--- src/rtl/pulse_pkg.sv ---
// rtl/pulse_pkg.sv - shared constants, FSM states and slot map for the pulse run scheduler
package pulse_pkg;

    localparam int DUR_W = 22;
    localparam int CNT_W = 16;
    localparam int NSLOT = 16;

    typedef enum logic [1:0] {
        IDLE  = 2'd0,
        RUN   = 2'd1,
        DRAIN = 2'd2
    } sched_state_e;

    // Slots 0-7 form the positive polarity half, 8-15 the negative half.
    localparam logic [3:0] SLOT_RPOS  = 4'd0;
    localparam logic [3:0] SLOT_PPOS0 = 4'd1;
    localparam logic [3:0] SLOT_MPOS1 = 4'd2;
    localparam logic [3:0] SLOT_PPOS1 = 4'd3;
    localparam logic [3:0] SLOT_WPOS  = 4'd4;
    localparam logic [3:0] SLOT_PPOS2 = 4'd5;
    localparam logic [3:0] SLOT_PPOS3 = 4'd6;
    localparam logic [3:0] SLOT_MPOS2 = 4'd7;
    localparam logic [3:0] SLOT_RNEG  = 4'd8;
    localparam logic [3:0] SLOT_PNEG0 = 4'd9;
    localparam logic [3:0] SLOT_MNEG1 = 4'd10;
    localparam logic [3:0] SLOT_PNEG1 = 4'd11;
    localparam logic [3:0] SLOT_WNEG  = 4'd12;
    localparam logic [3:0] SLOT_PNEG2 = 4'd13;
    localparam logic [3:0] SLOT_PNEG3 = 4'd14;
    localparam logic [3:0] SLOT_MNEG2 = 4'd15;

    function automatic logic [DUR_W-1:0] eff_dur(input logic [DUR_W-1:0] d);
        return (d == '0) ? DUR_W'(1) : d;
    endfunction

endpackage

--- src/rtl/pulse_dur_bank.sv ---
// rtl/pulse_dur_bank.sv - shadow/active duration banks with commit copy
// Optional readback port under PULSE_SCHED_READBACK_EN.
module pulse_dur_bank
    import pulse_pkg::*;
(
    input  logic             clk_in,
    input  logic             rst_n_in,
    input  logic             wr_en,
    input  logic [3:0]       wr_addr,
    input  logic [DUR_W-1:0] wr_data,
    input  logic             copy,
    input  logic [3:0]       act_idx,
    output logic [DUR_W-1:0] act_dur
`ifdef PULSE_SCHED_READBACK_EN
    ,
    input  logic [3:0]       rd_addr,
    input  logic             rd_sel,
    output logic [31:0]      rd_data
`endif
);

    logic [DUR_W-1:0] shadow_q [NSLOT];
    logic [DUR_W-1:0] shadow_d [NSLOT];
    logic [DUR_W-1:0] active_q [NSLOT];
    logic [DUR_W-1:0] active_d [NSLOT];

    // The copy reads shadow_q, so a same-cycle write is left for a later commit.
    always_comb begin
        shadow_d = shadow_q;
        active_d = active_q;
        if (wr_en) begin
            shadow_d[wr_addr] = wr_data;
        end
        if (copy) begin
            active_d = shadow_q;
        end
    end

    always_ff @(posedge clk_in or negedge rst_n_in) begin
        if (!rst_n_in) begin
            for (int i = 0; i < NSLOT; i++) begin
                shadow_q[i] <= '0;
                active_q[i] <= '0;
            end
        end else begin
            shadow_q <= shadow_d;
            active_q <= active_d;
        end
    end

    assign act_dur = active_q[act_idx];

`ifdef PULSE_SCHED_READBACK_EN
    logic [31:0] rd_data_q;
    logic [31:0] rd_data_d;

    always_comb begin
        rd_data_d = {{(32-DUR_W){1'b0}}, (rd_sel ? active_q[rd_addr] : shadow_q[rd_addr])};
    end

    always_ff @(posedge clk_in or negedge rst_n_in) begin
        if (!rst_n_in) begin
            rd_data_q <= '0;
        end else begin
            rd_data_q <= rd_data_d;
        end
    end

    assign rd_data = rd_data_q;
`endif

endmodule

--- src/rtl/pulse_run_scheduler.sv ---
// rtl/pulse_run_scheduler.sv - 16-slot pulse sequence scheduler (FSM, slot timer, sequence counter)
// Optional readback port under PULSE_SCHED_READBACK_EN.
module pulse_run_scheduler
    import pulse_pkg::*;
(
    input  logic             clk_in,
    input  logic             rst_n_in,
    input  logic             wr_en,
    input  logic [3:0]       wr_addr,
    input  logic [31:0]      wr_data,
    input  logic             commit,
    input  logic             start,
    input  logic             stop,
    input  logic             abort,
    input  logic [CNT_W-1:0] seq_target,
`ifdef PULSE_SCHED_READBACK_EN
    input  logic [3:0]       rd_addr,
    input  logic             rd_sel,
    output logic [31:0]      rd_data,
`endif
    output logic [3:0]       slot_idx,
    output logic             slot_start,
    output logic [DUR_W-1:0] slot_dur,
    output logic             run_active,
    output logic [CNT_W-1:0] seq_count,
    output logic             commit_pending,
    output logic             done
);

    sched_state_e     state_q, state_d;
    logic [3:0]       slot_idx_q, slot_idx_d;
    logic [DUR_W-1:0] timer_q, timer_d;
    logic             slot_start_q, slot_start_d;
    logic [CNT_W-1:0] seq_count_q, seq_count_d;
    logic [CNT_W-1:0] target_q, target_d;
    logic             pend_q, pend_d;
    logic             done_q, done_d;
    logic             copy;
    logic [DUR_W-1:0] act_dur;
    logic [DUR_W-1:0] cur_dur;
    logic             slot_last;
    logic             seq_last;
    logic             wr_data_unused;

    assign wr_data_unused = ^wr_data[31:DUR_W];

    pulse_dur_bank u_bank (
        .clk_in   (clk_in),
        .rst_n_in (rst_n_in),
        .wr_en    (wr_en),
        .wr_addr  (wr_addr),
        .wr_data  (wr_data[DUR_W-1:0]),
        .copy     (copy),
        .act_idx  (slot_idx_q),
        .act_dur  (act_dur)
`ifdef PULSE_SCHED_READBACK_EN
        ,
        .rd_addr  (rd_addr),
        .rd_sel   (rd_sel),
        .rd_data  (rd_data)
`endif
    );

    assign cur_dur   = eff_dur(act_dur);
    assign slot_last = (timer_q == cur_dur);
    assign seq_last  = slot_last && (slot_idx_q == SLOT_MNEG2);

    always_comb begin
        state_d      = state_q;
        slot_idx_d   = slot_idx_q;
        timer_d      = timer_q;
        slot_start_d = 1'b0;
        seq_count_d  = seq_count_q;
        target_d     = target_q;
        pend_d       = pend_q;
        done_d       = 1'b0;
        copy         = 1'b0;

        case (state_q)
            IDLE: begin
                copy = commit;
                if (start && !abort) begin
                    state_d      = RUN;
                    slot_idx_d   = SLOT_RPOS;
                    slot_start_d = 1'b1;
                    timer_d      = DUR_W'(1);
                    seq_count_d  = '0;
                    target_d     = seq_target;
                end
            end
            RUN, DRAIN: begin
                if (abort) begin
                    state_d    = IDLE;
                    slot_idx_d = SLOT_RPOS;
                    timer_d    = '0;
                    done_d     = 1'b1;
                    copy       = pend_q || commit;
                    pend_d     = 1'b0;
                end else begin
                    if (state_q == RUN && stop) begin
                        state_d = DRAIN;
                    end
                    if (commit) begin
                        pend_d = 1'b1;
                    end
                    if (slot_last) begin
                        timer_d      = DUR_W'(1);
                        slot_idx_d   = slot_idx_q + 4'd1;
                        slot_start_d = 1'b1;
                    end else begin
                        timer_d = timer_q + DUR_W'(1);
                    end
                    // Sequence boundary: count, apply any deferred commit, decide whether to end.
                    if (seq_last) begin
                        seq_count_d = (&seq_count_q) ? seq_count_q : seq_count_q + CNT_W'(1);
                        copy        = pend_q || commit;
                        pend_d      = 1'b0;
                        if ((target_q != '0 && seq_count_d == target_q) ||
                            state_q == DRAIN || stop) begin
                            state_d      = IDLE;
                            slot_idx_d   = SLOT_RPOS;
                            slot_start_d = 1'b0;
                            timer_d      = '0;
                            done_d       = 1'b1;
                        end
                    end
                end
            end
            default: begin
                state_d = IDLE;
            end
        endcase
    end

    always_ff @(posedge clk_in or negedge rst_n_in) begin
        if (!rst_n_in) begin
            state_q      <= IDLE;
            slot_idx_q   <= '0;
            timer_q      <= '0;
            slot_start_q <= 1'b0;
            seq_count_q  <= '0;
            target_q     <= '0;
            pend_q       <= 1'b0;
            done_q       <= 1'b0;
        end else begin
            state_q      <= state_d;
            slot_idx_q   <= slot_idx_d;
            timer_q      <= timer_d;
            slot_start_q <= slot_start_d;
            seq_count_q  <= seq_count_d;
            target_q     <= target_d;
            pend_q       <= pend_d;
            done_q       <= done_d;
        end
    end

    // In IDLE the raw stored slot 0 value is shown, so reset reads back as zero.
    assign slot_dur       = (state_q == IDLE) ? act_dur : cur_dur;
    assign slot_idx       = slot_idx_q;
    assign slot_start     = slot_start_q;
    assign run_active     = (state_q != IDLE);
    assign seq_count      = seq_count_q;
    assign commit_pending = pend_q;
    assign done           = done_q;

endmodule

--- config.mk ---
export PLATFORM = sky130hd
export DESIGN_NAME = pulse_run_scheduler
export DESIGN_NICKNAME = d
export VERILOG_FILES = /design/src/rtl/pulse_pkg.sv /design/src/rtl/pulse_dur_bank.sv /design/src/rtl/pulse_run_scheduler.sv
export SDC_FILE = /design/constraint.sdc
export NUM_CORES = 1
export LEC_CHECK = 0
export BUFFER_PORTS_ARGS = -buffer_cell sky130_fd_sc_hd__buf_2
export CAP_MARGIN = 5
export CORE_ASPECT_RATIO = 0.8
export CORE_MARGIN = 2
export CORE_UTILIZATION = 56
export CTS_CLUSTER_DIAMETER = 50
export DETAILED_ROUTE_END_ITERATION = 6
export PLACE_DENSITY = 0.76
export SKIP_LAST_GASP = 1
export SLEW_MARGIN = 15
export SYNTH_ARGS = -nofsm -noshare
export SYNTH_HDL_FRONTEND = slang
export SYNTH_SLANG_ARGS = --single-unit
--- constraint.sdc ---
create_clock -name clk_in -period 3.8 [get_ports clk_in]
set_input_delay 0.76 -clock clk_in [delete_from_list [all_inputs] [get_ports clk_in]]
set_output_delay 0.76 -clock clk_in [all_outputs]
set_load 0.02 [all_outputs]
---- Yosys cells after proc, flatten, opt, wreduce, memory -nomap -nowiden ----
Index checks and enable logic that the tools add are counted.
word-level totals
  bits in registers ....................... 767
  bits of input ports ..................... 59
  output and inout port bits .............. 46
  logic and storage cells ................. 124
operators by class
  $add $sub $neg .......................... 3
  magnitude comparators ................... 3
  eq/ne operators ......................... 8
  multiplexer cells ....................... 47
  bitwise logic cells ..................... 2
  reduce and logical (&&, ||, !) cells .... 21
operators by type and width
  operator                                                              count
  352-bit bitwise mux                                                   1
  22-bit 2-to-1 mux                                                     10
  22-bit binary-select mux with 4-bit select                            1
  22-bit demux with 4-bit select                                        1
  16-bit 2-to-1 mux                                                     4
  22-bit one-hot mux with 2 select lines                                1
  16-bit one-hot mux with 2 select lines                                1
  22-bit by 1-bit adder with 22-bit output, second input constant       1
  22-bit == test                                                        1
  22-bit zero test                                                      1
  4-bit 2-to-1 mux                                                      5
  16-bit by 1-bit adder with 16-bit output, second input constant       1
  16-bit == test                                                        1
  16-bit AND reduction                                                  1
  16-bit nonzero test                                                   1
  1-bit 2-to-1 mux                                                      14
  5-bit >= comparator, second input constant                            2
  2-bit 2-to-1 mux                                                      5
  4-bit inverter with 5-bit output                                      2
  4-bit one-hot mux with 2 select lines                                 1
  2-bit != test, second input constant                                  3
  2-bit AND reduction                                                   3
  1-bit logical AND                                                     5
  5-bit by 1-bit < comparator with 1-bit output, second input constant  1
  13 further kinds                                                      17

---- Logic depth before layout (Yosys ltp) ----
  depth after elaboration ................. 12
  mapped depth ............................ 17

---- By module ----
A second synthesis with hierarchy kept.
unflattened totals
  cells, all modules ...................... 2225
  area, all modules ....................... 33031.7 µm²
by module, submodules not included
  module               times used  cells an instance  area each (µm²)  sequential area each (µm²)
  pulse_dur_bank       1           1718               28760.1          17616.9
  pulse_run_scheduler  1           507                4271.6           1576.5

---- Least setup slack after synthesis ----
No wires, ideal clock.
  kind .................................... register to register
  start point ............................. register slot_idx_q[1], in the netlist slot_idx[1]
  end point ............................... register u_bank.active_q[100] (netlist name)
  setup time .............................. 0.127 ns
  arrival ................................. 4.233 ns
  data required time ...................... 3.673 ns
  setup slack ............................. -0.561 ns
  cell stages (with the launch flop) ...... 17
  buffers on the path ..................... 6
  period minus slack after synthesis ...... 4.361 ns
  cell sequence ........................... dfrtp_1 -> buf_2 -> clkbuf_1 -> clkbuf_1 -> mux4_2 -> a22oi_1 -> nand2_1 -> xnor2_1 -> o2111a_1 -> nand4_1 -> nor4_2 -> nand2_1 -> o41ai_2 -> buf_4 -> buf_8 -> buf_12 -> mux2_1
on the way
  word-level cells in the longest chain between the ends .. 11
  elaborated cells on any way between the ends .. 12
  classes of those cells .................. eq/ne (2); mux (7); bitwise (1); reduce/logical (2)
RTL lines
  element                                                 line                        RTL
  from (decl)                                             pulse_run_scheduler.sv:31   logic [3:0] slot_idx_q, slot_idx_d;
  from (signal assigned)                                  pulse_run_scheduler.sv:147  slot_idx_q <= slot_idx_d;
  4-bit inverter with 5-bit output (not written as such)  pulse_dur_bank.sv:51        assign act_dur = active_q[act_idx];
  22-bit binary-select mux with 4-bit select              pulse_dur_bank.sv:51
  22-bit 2-to-1 mux (not written as such) (2 in a row)    pulse_dur_bank.sv:51
  22-bit zero test                                        pulse_pkg.sv:33             return (d == '0) ? DUR_W'(1) : d;
  22-bit 2-to-1 mux                                       pulse_pkg.sv:33
  22-bit == test                                          pulse_run_scheduler.sv:65   assign slot_last = (timer_q == cur_dur);
  1-bit logical AND *                                     pulse_run_scheduler.sv:66   assign seq_last = slot_last && (slot_idx_q == SLOT_MNEG2);
  1-bit 2-to-1 mux *                                      pulse_run_scheduler.sv:114  if (seq_last) begin
  1-bit 2-to-1 mux *                                      pulse_run_scheduler.sv:92   if (abort) begin
  1-bit one-hot mux with 2 select lines *                 pulse_run_scheduler.sv:79   case (state_q)
  to (signal assigned)                                    pulse_dur_bank.sv:47        active_q <= active_d;
  to (decl)                                               pulse_dur_bank.sv:24        logic [DUR_W-1:0] active_q [NSLOT];
Every way passes the cells marked *; elsewhere a longest branch is shown, timed or not. The select of a mux whose other input is x is not followed.
A chain may end at the register's enable or synchronous reset.

---- Worst setup path after layout ----
  start point ............................. register slot_idx_q[0], in the netlist slot_idx[0]
  end point ............................... register u_bank.active_q[324] (netlist name)
The elaborated chain is that of the path after synthesis.

==> out/qor.txt <==
Total GRT Usage -> 28.69%
NumNets Final -> 2652
Slowest CP cell -> dfrtp_4
FF+latch count, synth -> 767
I/O Pins -> 105
R2r setup slk -> -0.68 ns
Origin of the worst setup path -> slot_idx[0]$_DFFE_PN0P_
Layout cells sized above 1 -> 41.44%
Area delta synth->final -> 19.36%
P_int -> 22.29 mW
Synth area leader -> dfrtp_1
Cells after Synth -> 2299
CTS Buf Count -> 75
Final Power -> 32.30 mW
Clk buf depth -> 3
Net switching power -> 10.01 mW
Synth Flop Type -> dfrtp_1
Number of global-route vias before repair -> 22010
Starting Density -> 56.58%
Failing checks -> design-rule violations, negative setup slack
Syn Std Cell Area -> 0.03370 mm2
Core area -> 0.05956 mm2
Pin count of the biggest net entering global routing -> 87
Post-synth EDFFs -> 0
CP max stage delay -> 0.52 ns
Post-route setup TNS -> -217.68 ns
Crit path max-delay family -> buffers and inverters
Via count -> 21450
Switch share -> 30.98%
Final worst slack -> -0.6804 ns
RSZ-0062 raised after global routing -> yes
Pwr dens -> 802.9 mW/mm2
Hold Path Class -> in -> async
Crit end category -> register
Root Driver -> clkbuf_16
Die Width -> 278.3 um
Fmax -> 0.2232 GHz
CP Cell Sequence -> buf_6 -> mux4_2 -> a22o_1 -> nor2_1 -> buf_4 -> or4b_4 -> nor4_4 -> a41oi_2 -> xnor2_2 -> nand2_2 -> o41ai_4 -> buf_6 -> buf_12 -> buf_12 -> buf_12 -> mux2_1
VDD IR max -> 360.8 uV
Final Hold Vio Count -> 0
Final setup violation count -> 404
RD Place Congestion -> 0.9349
Clock slew at reported path FFs -> 0.06 ns
Sequential-to-total area share from yosys stat -> 56.96%
Die Area -> 0.06217 mm2
CTS tree -> yes
Worst setup path class -> reg -> reg
FFs w/ async S/R, synth -> 100.0%
Final wirelength -> 90370 um
Reg2Reg Depth -> 16
Clk network pwr share -> 23.0%
Reg2reg start -> slot_idx[0]$_DFFE_PN0P_
Max_cap viols -> 0
Wire per inst -> 26.41 um
Die height -> 223.4 um
Syn Nets -> 2365
Ys Warns -> 0
First-pass GRT wire length -> 134900 um
DRT iter0 DRCs -> 1945
Crit path required time -> 4.29 ns
R2R Path End -> u_bank.active_q[324]$_DFFE_PN0P_
Number of cells on the critical path -> 16
Hpwl dp -> 54930 um
DRT Pass-1 Iters -> 7
Row cnt -> 80
Worst rel slew slack -> 41.46%
CP Launch Type -> register
Area of the multi-input gates -> 0.01398 mm2
H-tree level count -> 3
Global route total overflow -> 0
Final Critical Period -> 4.480 ns
Seq pwr share -> 39.3%
Crit-path max FO -> 20
Worst Tran Pin Value -> 0.8761 ns
Combinational Power Share -> 37.7%
CP endpoint -> u_bank.active_q[324]$_DFFE_PN0P_
Worst Hold Slack -> 0.1860 ns
Clock Latency Late Sink -> 0.63 ns
Count of buffer and inverter cells on the critical path -> 6
TritonCTS Sinks -> 767
Outcome -> finished with violations
Via density -> 6.271
Max-slew violations -> 0
Crit path DAT -> 4.97 ns
# DRC -> 1
Crit share post-route -> 117.9%
DRT antenna net count -> 0
LEAKAGE -> 17.85 nW
Area contributors post-synth -> dfrtp_1 57%, mux2_2 15%, mux2_1 9.4%, mux4_2 4.8%, mux2i_1 1.0%
Post-synth top area share -> 56.96%
Port Buffers -> 94
Clock Skew -> 0.03023 ns
Critical path's most frequent cell -> buf_12
Fillers -> 3966
Sequential Area -> 0.01920 mm2
Library cells used by synthesis -> 71
Mean post-synth cell area -> 14.66 um2
Initial antenna violation count -> 5
-- flip-flops by register name, indices dropped and copies added (netlist names) --
register	cells
done	1
timer_q	22
slot_idx	4
target_q	16
u_bank.shadow_q	352
slot_start	1
seq_count	16
u_bank.active_q	352
state_q	2
commit_pending	1
-- metal layers --
| metal | vias up | track usage [%] | routed length (um) | share of wire (%) |
|---|---|---|---|---|
| met5 | - | 0 | 27 | 0.030 |
| met1 | 11500 | 41.92 | 40320 | 45 |
| met4 | 4 | 8.160 | 2331 | 2.6 |
| li1 | 9022 | - | - | - |
| met3 | 163 | 5.069 | 5993 | 6.6 |
| met2 | 760 | 44.60 | 41690 | 46 |
-- kinds of logic after synthesis --
kind of cell	share of synthesized area (%)
DFF	56.96
xor gates and xnor gates	1.036
muxes	29.98
buffers and inverters	3.152
and+or+nand+nor	4.378
adders and majority gates	0.2599
AOI/OAI and AO/OA	4.237
-- synth_stat cells, types with 4 or more instances --
cell type / number
inv_1: 23
mux2i_1: 34
xor2_1: 15
nand2_1: 83
or3_1: 11
a211o_1: 4
dfrtp_1: 767
buf_12: 8
and2_1: 9
clkbuf_1: 86
or2_2: 8
o21ai_0: 25
nor4_1: 16
nor3_1: 14
o22ai_1: 7
buf_1: 12
a21oi_1: 18
buf_6: 24
a22o_1: 12
and3_1: 14
nand4_1: 19
a221oi_1: 9
mux2_2: 443
buf_4: 13
a31oi_1: 6
nor2_1: 46
o21a_1: 4
xnor2_1: 23
o211ai_1: 9
and4_1: 4
mux2_1: 280
o311ai_0: 6
nand3_1: 30
ha_1: 7
nand3b_1: 4
a21o_1: 12
nand2b_1: 10
nor2b_1: 7
buf_2: 7
o22a_1: 7
a22oi_1: 23
a2111oi_0: 5
a211oi_1: 10
mux4_2: 72
o31ai_1: 11
-- worst min path at each step --
stage,startpoint,end,slack [ns],depth (start not counted)
6_report,rst_n_in,u_bank.active_q[114]$_DFFE_PN0P_,0.19,1
2_1_floorplan,u_bank.active_q[162]$_DFFE_PN0P_,u_bank.active_q[162]$_DFFE_PN0P_,0.45,1
5_1_grt,rst_n_in,u_bank.active_q[114]$_DFFE_PN0P_,0.23,1
4_1_cts,rst_n_in,u_bank.shadow_q[114]$_DFFE_PN0P_,0.19,1
3_5_place_dp,u_bank.active_q[167]$_DFFE_PN0P_,u_bank.active_q[167]$_DFFE_PN0P_,0.47,1
3_3_place_gp,u_bank.active_q[94]$_DFFE_PN0P_,u_bank.active_q[94]$_DFFE_PN0P_,0.46,1
-- power by group through the flow --
stage          clock [mW]  sequential [mW]  combinational, mW
6_report             7.44             12.7               12.2
5_1_grt              7.85             13.0               12.9
4_1_cts              7.50             12.6               10.4
3_5_place_dp            0             12.7               9.48
3_3_place_gp            0             12.4               9.03
2_1_floorplan           0             12.1               7.27
-- placed cells by master (no fill, tap or decap), types with 15 or more instances in the layout --
cell,instances
mux4_2,72
buf_2,92
o21ai_0,24
buf_12,41
clkbuf_8,17
mux2_1,235
mux2_4,76
nand2_1,76
a21oi_1,17
clkbuf_16,89
xnor2_1,22
nor2_1,37
clkbuf_1,17
buf_4,186
nand4_1,19
mux2i_1,33
xor2_1,15
nand3_1,30
mux2_2,412
nor4_1,16
dfrtp_1,765
inv_1,23
-- final cells by class --
class,count,area share [%]
Timing Repair Buffer,363,8.803
Sequential cell,767,47.74
Antenna cell,2,0.01244
Tap cell,779,2.423
Multi-Input combinational cell,1356,34.76
Inverter,23,0.2146
Clock buffer,110,5.468
Clock inverter,21,0.5786
-- what timing repair did --
| item | CTS | global route |
|---|---|---|
| gates resized for setup | 58 | 112 |
| setup buffers | 24 | 24 |
| cloned | 9 | 16 |
| setup endpoints to repair | 411 | 409 |
| pin swaps | 5 | 3 |
| hold buffers | 0 | 0 |
-- through the flow --
| step | cell area (um2) | utilization [%] | std cells | setup WS [ns] |
|---|---|---|---|---|
| 6_report | 40220 | 67.54 | 3421 | -0.6804 |
| 5_1_grt | 40220 | 67.53 | 3420 | -0.7892 |
| 4_1_cts | 39370 | 66.10 | 3384 | -0.5826 |
| 3_5_place_dp | 36240 | 60.84 | 3220 | -0.8230 |
| 3_3_place_gp | 36240 | 60.84 | 3220 | -0.8271 |
| 2_1_floorplan | 33790 | - | 2299 | -0.2373 |
No activity file was read; power rests on OpenSTA's default activity.
